--- config.mk ---
export PLATFORM = sky130hd
export DESIGN_NAME = enigma_cipher
export DESIGN_NICKNAME = d
export VERILOG_FILES = /design/src/rtl/enigma_cipher.sv
export SDC_FILE = /design/constraint.sdc
export NUM_CORES = 1
export LEC_CHECK = 0
export BUFFER_PORTS_ARGS = -buffer_cell sky130_fd_sc_hd__buf_2
export CAP_MARGIN = 20
export CORE_ASPECT_RATIO = 1.1
export CORE_UTILIZATION = 41
export DETAILED_ROUTE_END_ITERATION = 8
export GPL_TIMING_DRIVEN = 0
export PLACE_DENSITY_LB_ADDON = 0.12
export SYNTH_ARGS = -nofsm -noshare
export SYNTH_HDL_FRONTEND = slang
export SYNTH_SLANG_ARGS = --single-unit
export TNS_END_PERCENT = 10
--- constraint.sdc ---
create_clock -name clock -period 15.2 [get_ports clock]
set_input_delay 0.76 -clock clock [delete_from_list [all_inputs] [get_ports clock]]
set_output_delay 0.76 -clock clock [all_outputs]
set_load 0.02 [all_outputs]
--- src/rtl/enigma_cipher.sv ---
// enigma_cipher: one-stage-per-clock Enigma letter path (rotors 3,2,1, reflector, rotors 1,2,3).
// Define ENIGMA_STEP_EN to add the STEP/WAIT states that pulse `rotate` before each letter.
module enigma_cipher #(
  parameter int ALPHA = 26
) (
  input  logic       clock,
  input  logic       reset,
  input  logic       in_valid,
  output logic       in_ready,
  input  logic [4:0] in_letter,
  output logic       rotate,
  input  logic [4:0] rotor1,
  input  logic [4:0] rotor2,
  input  logic [4:0] rotor3,
  input  logic [2:0] rotor_type_1,
  input  logic [2:0] rotor_type_2,
  input  logic [2:0] rotor_type_3,
  input  logic [4:0] ring_position_1,
  input  logic [4:0] ring_position_2,
  input  logic [4:0] ring_position_3,
  input  logic       reflector_type,
  output logic       out_valid,
  input  logic       out_ready,
  output logic [4:0] out_letter,
  output logic       busy
);

  localparam logic [5:0] MOD = 6'(ALPHA);
  localparam logic [8*26-1:0] WIRE_I   = "EKMFLGDQVZNTOWYHXUSPAIBRCJ";
  localparam logic [8*26-1:0] WIRE_II  = "AJDKSIRUXBLHWTMCQGZNPYFVOE";
  localparam logic [8*26-1:0] WIRE_III = "BDFHJLCPRTXVZNYEIWGAKMUSQO";
  localparam logic [8*26-1:0] WIRE_IV  = "ESOVPZJAYQUIRHXLNFTGKDCMWB";
  localparam logic [8*26-1:0] WIRE_V   = "VZBRGITYUPSDNHLMXAKFQJWOEC";
  localparam logic [8*26-1:0] UKW_B    = "YRUHQSLDPXNGOKMIEBFZCWVJAT";
  localparam logic [8*26-1:0] UKW_C    = "FVPJIAOYEDRZXWGCTKUQSBNLHM";

`ifdef ENIGMA_STEP_EN
  typedef enum logic [3:0] {IDLE, STEP, WAIT, F3, F2, F1, RF, B1, B2, B3, DONE} state_e;
`else
  typedef enum logic [3:0] {IDLE, F3, F2, F1, RF, B1, B2, B3, DONE} state_e;
`endif

  // Sums stay below 52, so one conditional subtract brings them back into range.
  function automatic logic [4:0] mod_add(input logic [4:0] a, input logic [4:0] b);
    logic [5:0] t;
    t = {1'b0, a} + {1'b0, b};
    if (t >= MOD) t = t - MOD;
    return t[4:0];
  endfunction

  function automatic logic [4:0] mod_sub(input logic [4:0] a, input logic [4:0] b);
    logic [5:0] t;
    t = {1'b0, a} + MOD - {1'b0, b};
    if (t >= MOD) t = t - MOD;
    return t[4:0];
  endfunction

  // Tables are ASCII strings: first character is the image of letter 0.
  function automatic logic [4:0] table_lookup(input logic [8*26-1:0] tbl, input logic [4:0] s);
    logic [7:0] ch;
    if (s > 5'd25) return s;
    ch = tbl[8*(25 - int'(s)) +: 8] - 8'd65;
    return ch[4:0];
  endfunction

  function automatic logic [4:0] fwd_wire(input logic [2:0] t, input logic [4:0] s);
    case (t)
      3'd0:    return table_lookup(WIRE_I, s);
      3'd1:    return table_lookup(WIRE_II, s);
      3'd2:    return table_lookup(WIRE_III, s);
      3'd3:    return table_lookup(WIRE_IV, s);
      3'd4:    return table_lookup(WIRE_V, s);
      default: return s;
    endcase
  endfunction

  function automatic logic [4:0] inv_wire(input logic [2:0] t, input logic [4:0] s);
    logic [4:0] r;
    r = s;
    for (int i = 0; i < 26; i++)
      if (fwd_wire(t, 5'(i)) == s) r = 5'(i);
    return r;
  endfunction

  function automatic logic [4:0] reflect(input logic sel, input logic [4:0] x);
    return sel ? table_lookup(UKW_C, x) : table_lookup(UKW_B, x);
  endfunction

  state_e     state_q;
  logic [4:0] x_q, x_d;
  logic [4:0] pos, ring, s_idx, w;
  logic [2:0] rtype;
  logic       backward;
  logic       in_ready_q, out_valid_q, busy_q;
  logic [4:0] out_letter_q;

  always_comb begin
    pos   = rotor3;
    ring  = ring_position_3;
    rtype = rotor_type_3;
    case (state_q)
      F2, B2: begin
        pos   = rotor2;
        ring  = ring_position_2;
        rtype = rotor_type_2;
      end
      F1, B1: begin
        pos   = rotor1;
        ring  = ring_position_1;
        rtype = rotor_type_1;
      end
      default: ;
    endcase
    backward = (state_q == B1) || (state_q == B2) || (state_q == B3);
    s_idx    = mod_sub(mod_add(x_q, pos), ring);
    w        = backward ? inv_wire(rtype, s_idx) : fwd_wire(rtype, s_idx);
    x_d      = (state_q == RF) ? reflect(reflector_type, x_q) : mod_add(mod_sub(w, pos), ring);
  end

  // Working letter is pure data and carries no reset.
  always_ff @(posedge clock) begin
    if (state_q == IDLE && in_valid && in_ready_q) x_q <= in_letter;
    else if (state_q inside {F3, F2, F1, RF, B1, B2, B3}) x_q <= x_d;
  end

`ifdef ENIGMA_STEP_EN
  logic rotate_q;
`endif

  always_ff @(posedge clock or negedge reset) begin
    if (!reset) begin
      state_q      <= IDLE;
      in_ready_q   <= 1'b0;
      out_valid_q  <= 1'b0;
      out_letter_q <= '0;
      busy_q       <= 1'b0;
`ifdef ENIGMA_STEP_EN
      rotate_q     <= 1'b0;
`endif
    end else begin
`ifdef ENIGMA_STEP_EN
      rotate_q <= 1'b0;
`endif
      case (state_q)
        IDLE: begin
          if (in_valid && in_ready_q) begin
            in_ready_q <= 1'b0;
            busy_q     <= 1'b1;
            if ({1'b0, in_letter} >= MOD) begin
              out_letter_q <= in_letter;
              out_valid_q  <= 1'b1;
              state_q      <= DONE;
            end else begin
`ifdef ENIGMA_STEP_EN
              rotate_q <= 1'b1;
              state_q  <= STEP;
`else
              state_q  <= F3;
`endif
            end
          end else begin
            in_ready_q <= 1'b1;
          end
        end
`ifdef ENIGMA_STEP_EN
        STEP: state_q <= WAIT;
        WAIT: state_q <= F3;
`endif
        F3: state_q <= F2;
        F2: state_q <= F1;
        F1: state_q <= RF;
        RF: state_q <= B1;
        B1: state_q <= B2;
        B2: state_q <= B3;
        B3: begin
          out_letter_q <= x_d;
          out_valid_q  <= 1'b1;
          state_q      <= DONE;
        end
        DONE: begin
          if (out_ready) begin
            out_valid_q <= 1'b0;
            busy_q      <= 1'b0;
            in_ready_q  <= 1'b1;
            state_q     <= IDLE;
          end
        end
        default: state_q <= IDLE;
      endcase
    end
  end

  assign in_ready   = in_ready_q;
  assign out_valid  = out_valid_q;
  assign out_letter = out_letter_q;
  assign busy       = busy_q;
`ifdef ENIGMA_STEP_EN
  assign rotate = rotate_q;
`else
  assign rotate = 1'b0;
`endif

endmodule

# After elaboration in Yosys (flattened, before gate mapping)
# Cells that the tools add are included.
# op_classes
n_addsub	19
magnitude_cmp	7
n_eq_ne	41
shifts	7
mux	97
reduce_logical	25
# op_table
op	count
208-bit by 9-bit indexed part select with 5-bit output, first input constant	7
5-bit one-hot mux with 5 select lines	17
5-bit two-way mux	46
5-bit equality test	26
5-bit one-hot mux with 4 select lines	5
5-bit one-hot mux with 3 select lines	3
4-bit one-hot mux with 5 select lines	2
4-bit one-hot mux with 9 select lines	1
5-bit by 1-bit subtractor with 5-bit output, second input constant	7
5-bit one-hot mux with 2 select lines	3
6-bit by 5-bit >= comparator with 1-bit output, second input constant	4
5-bit subtractor, second input constant	4
4-bit by 3-bit equality test with 1-bit output, second input constant	4
2-bit OR reduction	8
1-bit two-way mux	13
5-bit by 5-bit adder with 6-bit output	2
5-bit by 5-bit adder with 6-bit output, second input constant	2
4-bit two-way mux	3
5-bit by 5-bit subtractor with 6-bit output, first input constant	2
6-bit by 5-bit subtractor with 6-bit output	2
5-bit > comparator, second input constant	2
4-bit by 2-bit equality test with 1-bit output, second input constant	2
7-bit nonzero test	1
3-bit by 2-bit equality test with 1-bit output, second input constant	2
other kinds (19)	28
# word_totals
reg_bits	17

# Longest topological paths before layout
# logic_depth
ltp_word	48
depth_mapped	65
ltp_nobuf	58

# Worst setup path after synthesis
# OpenSTA, ideal clock, no wires.
# synth_path
path_kind	flip-flop to flip-flop
start	register state_q[3]
end	register x_q[3], data pin
t_arrival_ns	12.136
t_required_ns	14.940
path_slack_ns	2.804
stages_incl_launch_ff	63
path_buffers	7
path_cell_list	dfrtp_1 -> clkbuf_1 -> inv_1 -> a31oi_1 -> clkbuf_1 -> a221o_1 -> ha_1 -> a21oi_1 -> nand2_1 -> xor2_1 -> a21boi_0 -> a21o_1 -> xnor2_1 -> ha_1 -> inv_1 -> ha_1 -> fa_1 -> inv_1 -> [27 not listed] -> ha_1 -> fa_1 -> a21o_1 -> a21oi_1 -> xnor2_1 -> a21oi_1 -> xnor2_1 -> fa_1 -> a21o_1 -> a21oi_1 -> xnor2_1 -> inv_1 -> o21ai_0 -> nand2b_1 -> xnor2_1 -> nor2_1 -> a31oi_1 -> mux2_2
# synth_between
elab_chain_cells	48
# synth_lines
element	line	text
start, declared	89	state_e state_q;
start signal, assigned	132	state_q <= IDLE;
start signal, assigned	152	state_q <= DONE;
start signal, assigned	158	state_q <= F3;
4-bit by 2-bit equality test with 1-bit output / 4-bit by 3-bit equality test with 1-bit output (equally long branches)	101, 114	
2-bit OR reduction	101	case (state_q)
5-bit one-hot mux with 2 select lines	101	
5-bit by 5-bit adder with 6-bit output	46	t = {1'b0, a} + {1'b0, b};
5-bit subtractor / 6-bit by 5-bit >= comparator with 1-bit output (equally long branches)	47	if (t >= MOD) t = t - MOD;
5-bit two-way mux	47	
5-bit by 5-bit adder with 6-bit output	53	t = {1'b0, a} + MOD - {1'b0, b};
6-bit by 5-bit subtractor with 6-bit output	53	
[32 not listed]	n/a	
5-bit subtractor / 6-bit by 5-bit >= comparator with 1-bit output (equally long branches)	54	if (t >= MOD) t = t - MOD;
5-bit two-way mux	54	
5-bit by 5-bit adder with 6-bit output	46	
5-bit subtractor / 6-bit by 5-bit >= comparator with 1-bit output (equally long branches)	47	
5-bit two-way mux	47	
5-bit two-way mux	117	x_d = (state_q == RF) ? reflect(reflector_type, x_q) : mod_add(mod_sub(w, pos), ring);
5-bit two-way mux	123	else if (state_q inside {F3, F2, F1, RF, B1, B2, B3}) x_q <= x_d;
5-bit two-way mux (*)	122	if (state_q == IDLE && in_valid && in_ready_q) x_q <= in_letter;
end signal, assigned	122	
end, declared	90	logic [4:0] x_q, x_d;
# Every way passes the cells marked *; elsewhere a longest branch is shown, timed or not. The select of a mux whose other input is x is not followed.
# A chain may end at the register's enable or synchronous reset.

# Worst setup path after layout
# Ends and elaborated chain as after synthesis.

==> impl_results.md <==
* Portion of the post-synthesis area used by sequential elements at under 10%
* Most repeated library cell on the critical path: ha_1
* Total Negative Setup Slacks at 0 ps
* Proportion of synthesized area in mux cells at about 3.3%
* Endpoint of the lowest-slack register-to-register path: x_q[3]$_DFFE_PP_
* Post-synth ARST share at a little over two thirds
* Final number of hold-violating endpoints at 0
* Final number of max-transition violations at 0
* Required time at the endpoint of the critical path at 15200 ps
* Remaining global-route overflow at 0
* HPWL Detailed at 27300 um
* Pin count of the biggest net entering global routing at 13
* Xor-xnor portion of the synthesized cell area at under 10%
* H-tree depth at 1
* Reg2Reg Setup Slack at roughly 900 ps
* Vertical extent of the die at 144 um
* Number of buffers added on ports at 55
* Type of the tightest min-delay check: in2async
* Flip-flop and latch count after synthesis at 17
* Count of filler cells inserted in the layout at 1866
* CTS root buffer: clkbuf_16
* First-pass GRT wire length at 54400 um
* Die footprint at 18900 um^2
* Number of vias in the routed layout at between 9k and 10k
* Core Rows at 51
* Count of different cell masters after synthesis at 106
* Critical path type: reg2reg
* Register clock-pin slew on the reported worst setup and hold paths at 50 ps
* Post-synthesis average cell area at between 6 and 7 um^2
* Clock tree skew after final layout at 1.00 ps
* Syn Std Cell Area at 7520 um^2
* TritonCTS clock tree: built
* Final period utilization at around 94%
* Routability congestion estimate at 1.06
* Average wire per standard cell at 25.1 um
* Area growth syn-to-layout at 9.72%
* Clk_lat worst skew at between 200 and 300 ps
* List of most frequent post-synthesis cells: nand2_1, nor2_1, o21ai_0
* Initial core utilization at 42.2%
* Reg-to-reg startpoint: state_q[3]$_DFFE_PN0P_
* Dominant combinational cell family by area after synthesis: compound AO/OA/AOI/OAI gates
* Nets in the synthesized netlist at ~1.2k
* CP Launch Type: flip-flop
* Clock sinks at 17
* Critical path endpoint category: flip-flop
* TritonCTS buffer count at 3
* Fin nets at 1302
* Cells after Synth at 1142
* Drt total wl at between 30000 and 40000 um
* Min Tclk post-route at around 14000 ps
* Number of ports placed on the die boundary at 58
* Final setup viols at 0
* Number of global-route vias before repair at just over 9k
* Count of antenna-violating nets left after detailed routing at 0
* Buffers & Inverters on Critical Path at 13
* Largest cells by area after synthesis: ha_1, o21ai_0, nand2_1
* Slowest cell delay on critical path at around 560 ps
* Crit Path Max Fanout at 10
* Final antenna diode count at 0
* Count of routing violations after the opening detailed-route iteration at 1399
* Number of enable-type register cells in the synthesized netlist at 5
* Worst-case hold slack at between 300 and 400 ps
* Reg2Reg Depth at 62
* Worst slew pin tran at 1140 ps
* Slowest-stage cell, CP: a2111o_1
* Core area at about 18000 um^2
* Fmax at 70.1 MHz
* Layout cell share with drive strength beyond 1 at 13.0%
* GRT Overall Usage at 37.1%
* Gate family responsible for the most delay along the worst path: compound AO/OA/AOI/OAI gates
* Via-to-Cell Ratio at 6.91
* Most area-hungry cell type in the Yosys netlist: ha_1
* Area share of the largest cell type after synthesis at 7.16%
* Run status: finished clean
* Largest buffer count on any clock path at 2
* X dimension of the die at ~130 um
* Synthesized-area fraction occupied by and/or/nand/nor cells at 25.9%
* Share of synthesized cell area in full adder, half adder and majority cells at 8.35%
* Predominant post-synthesis flop cell: dfrtp_1
* Count of hold buffers inserted by post-cts repair at 0
* Final core utilization at 46.3%
* Max capacitance violation total at 0
* Post-synthesis compound-gate area fraction at about two fifths
* Arrival time worst endpoint at 14270 ps
* Top-count cell post-synth: nand2_1
* Number of antenna violations at the first check in global routing at 0
* Detailed Routing Iterations Pass 1 at 6
* DRC violations left at 0
* Relative slew slack at a little under a quarter
* Number of warnings issued by yosys at 0
* Unrepaired setup endpoints after global routing: false
## flip-flops by register name, summed over array words and instances, names as in the netlist
signal and flops:
busy 1, in_ready 1, out_letter 5, out_valid 1, state_q 4, x_q 5
## layer usage
| metal | GRT usage (%) | vias up | routed length, um |
|---|---|---|---|
| li1 | - | 4450 | - |
| met1 | 45.4 | 4537 | 13900 |
| met2 | 61.2 | 812 | 15900 |
| met3 | 8.97 | 176 | 4340 |
| met4 | 17.6 | 0 | 1970 |
| met5 | 0 | - | 0 |
## worst register-to-register path: cells and delay by family (launching register included)
family                   cells  cell delay (ps)
multiplexers                 1              300
XOR/XNOR                     6              960
AND/OR/NAND/NOR             14             2200
buffers and inverters       13             2780
adder cells (fa/ha/maj)      9             2830
flip-flops                   1              310
AO/OA/AOI/OAI               19             4670
## placed cells by master, fill, tap and decap left out, types with 9 or more instances in the layout
| master | n |
|---|---|
| o21ai_0 | 92 |
| a31oi_1 | 29 |
| xor2_1 | 16 |
| o221ai_1 | 9 |
| o22ai_1 | 17 |
| mux2i_1 | 15 |
| ha_1 | 43 |
| inv_1 | 41 |
| nor4_1 | 14 |
| clkbuf_1 | 59 |
| nand3_1 | 44 |
| and3_1 | 10 |
| nand2_1 | 124 |
| a311oi_1 | 9 |
| nor3_1 | 31 |
| buf_2 | 86 |
| xnor2_1 | 44 |
| a21o_1 | 11 |
| o31ai_1 | 9 |
| a21oi_1 | 86 |
| nor2_1 | 112 |
| a211oi_1 | 14 |
| nand4_1 | 14 |
| o21ai_1 | 9 |
| o211ai_1 | 14 |
| a2bb2oi_1 | 9 |
| a22oi_1 | 14 |
| dfrtp_1 | 12 |
| a32oi_1 | 14 |
## layout make-up
type / count / area, um^2 / area share (%)
Multi-Input combinational cell: 977 / 6490 / 78.7
Buffer: 105 / 474 / 5.75
Sequential cell: 17 / 450 / 5.46
Timing Repair Buffer: 59 / 298 / 3.61
Tap cell: 238 / 298 / 3.61
Inverter: 43 / 161 / 1.96
Clock buffer: 4 / 78.8 / 0.956
## logic make-up after synthesis
logic type | Yosys count
AOI/OAI and AO/OA | 433
xor gates and xnor gates | 63
adders and majority gates | 48
buffers and inverters | 148
DFF | 17
muxes | 23
other | 1
and+or+nand+nor | 409
## what timing repair did
action                     4_1_cts  5_1_grt
setup endpoints to repair        1        8
gates resized for setup          1       19
buffers inserted                 0        0
## metrics by stage
step           cells  setup WS, ps  area, um^2
2_1_floorplan   1142          2800        7520
3_3_place_gp    1435          40.7        8090
3_5_place_dp    1437          12.9        8100
4_1_cts         1441           140        8180
5_1_grt         1443          72.0        8250
6_report        1443           927        8250
## worst max-delay path by stage
stage	startpoint	endpoint	cells after the start
after floorplan	state_q[3]$_DFFE_PN0P_	x_q[3]$_DFFE_PP_	62
after global placement	state_q[3]$_DFFE_PN0P_	x_q[3]$_DFFE_PP_	59
after detailed placement	state_q[3]$_DFFE_PN0P_	x_q[3]$_DFFE_PP_	61
after CTS	state_q[3]$_DFFE_PN0P_	x_q[3]$_DFFE_PP_	60
after global routing	state_q[3]$_DFFE_PN0P_	x_q[3]$_DFFE_PP_	62
final	state_q[3]$_DFFE_PN0P_	x_q[3]$_DFFE_PP_	62
Power is left out: the tool's default activity adds up to more than one toggle a clock period on the data nets, which glitch-free logic cannot reach.
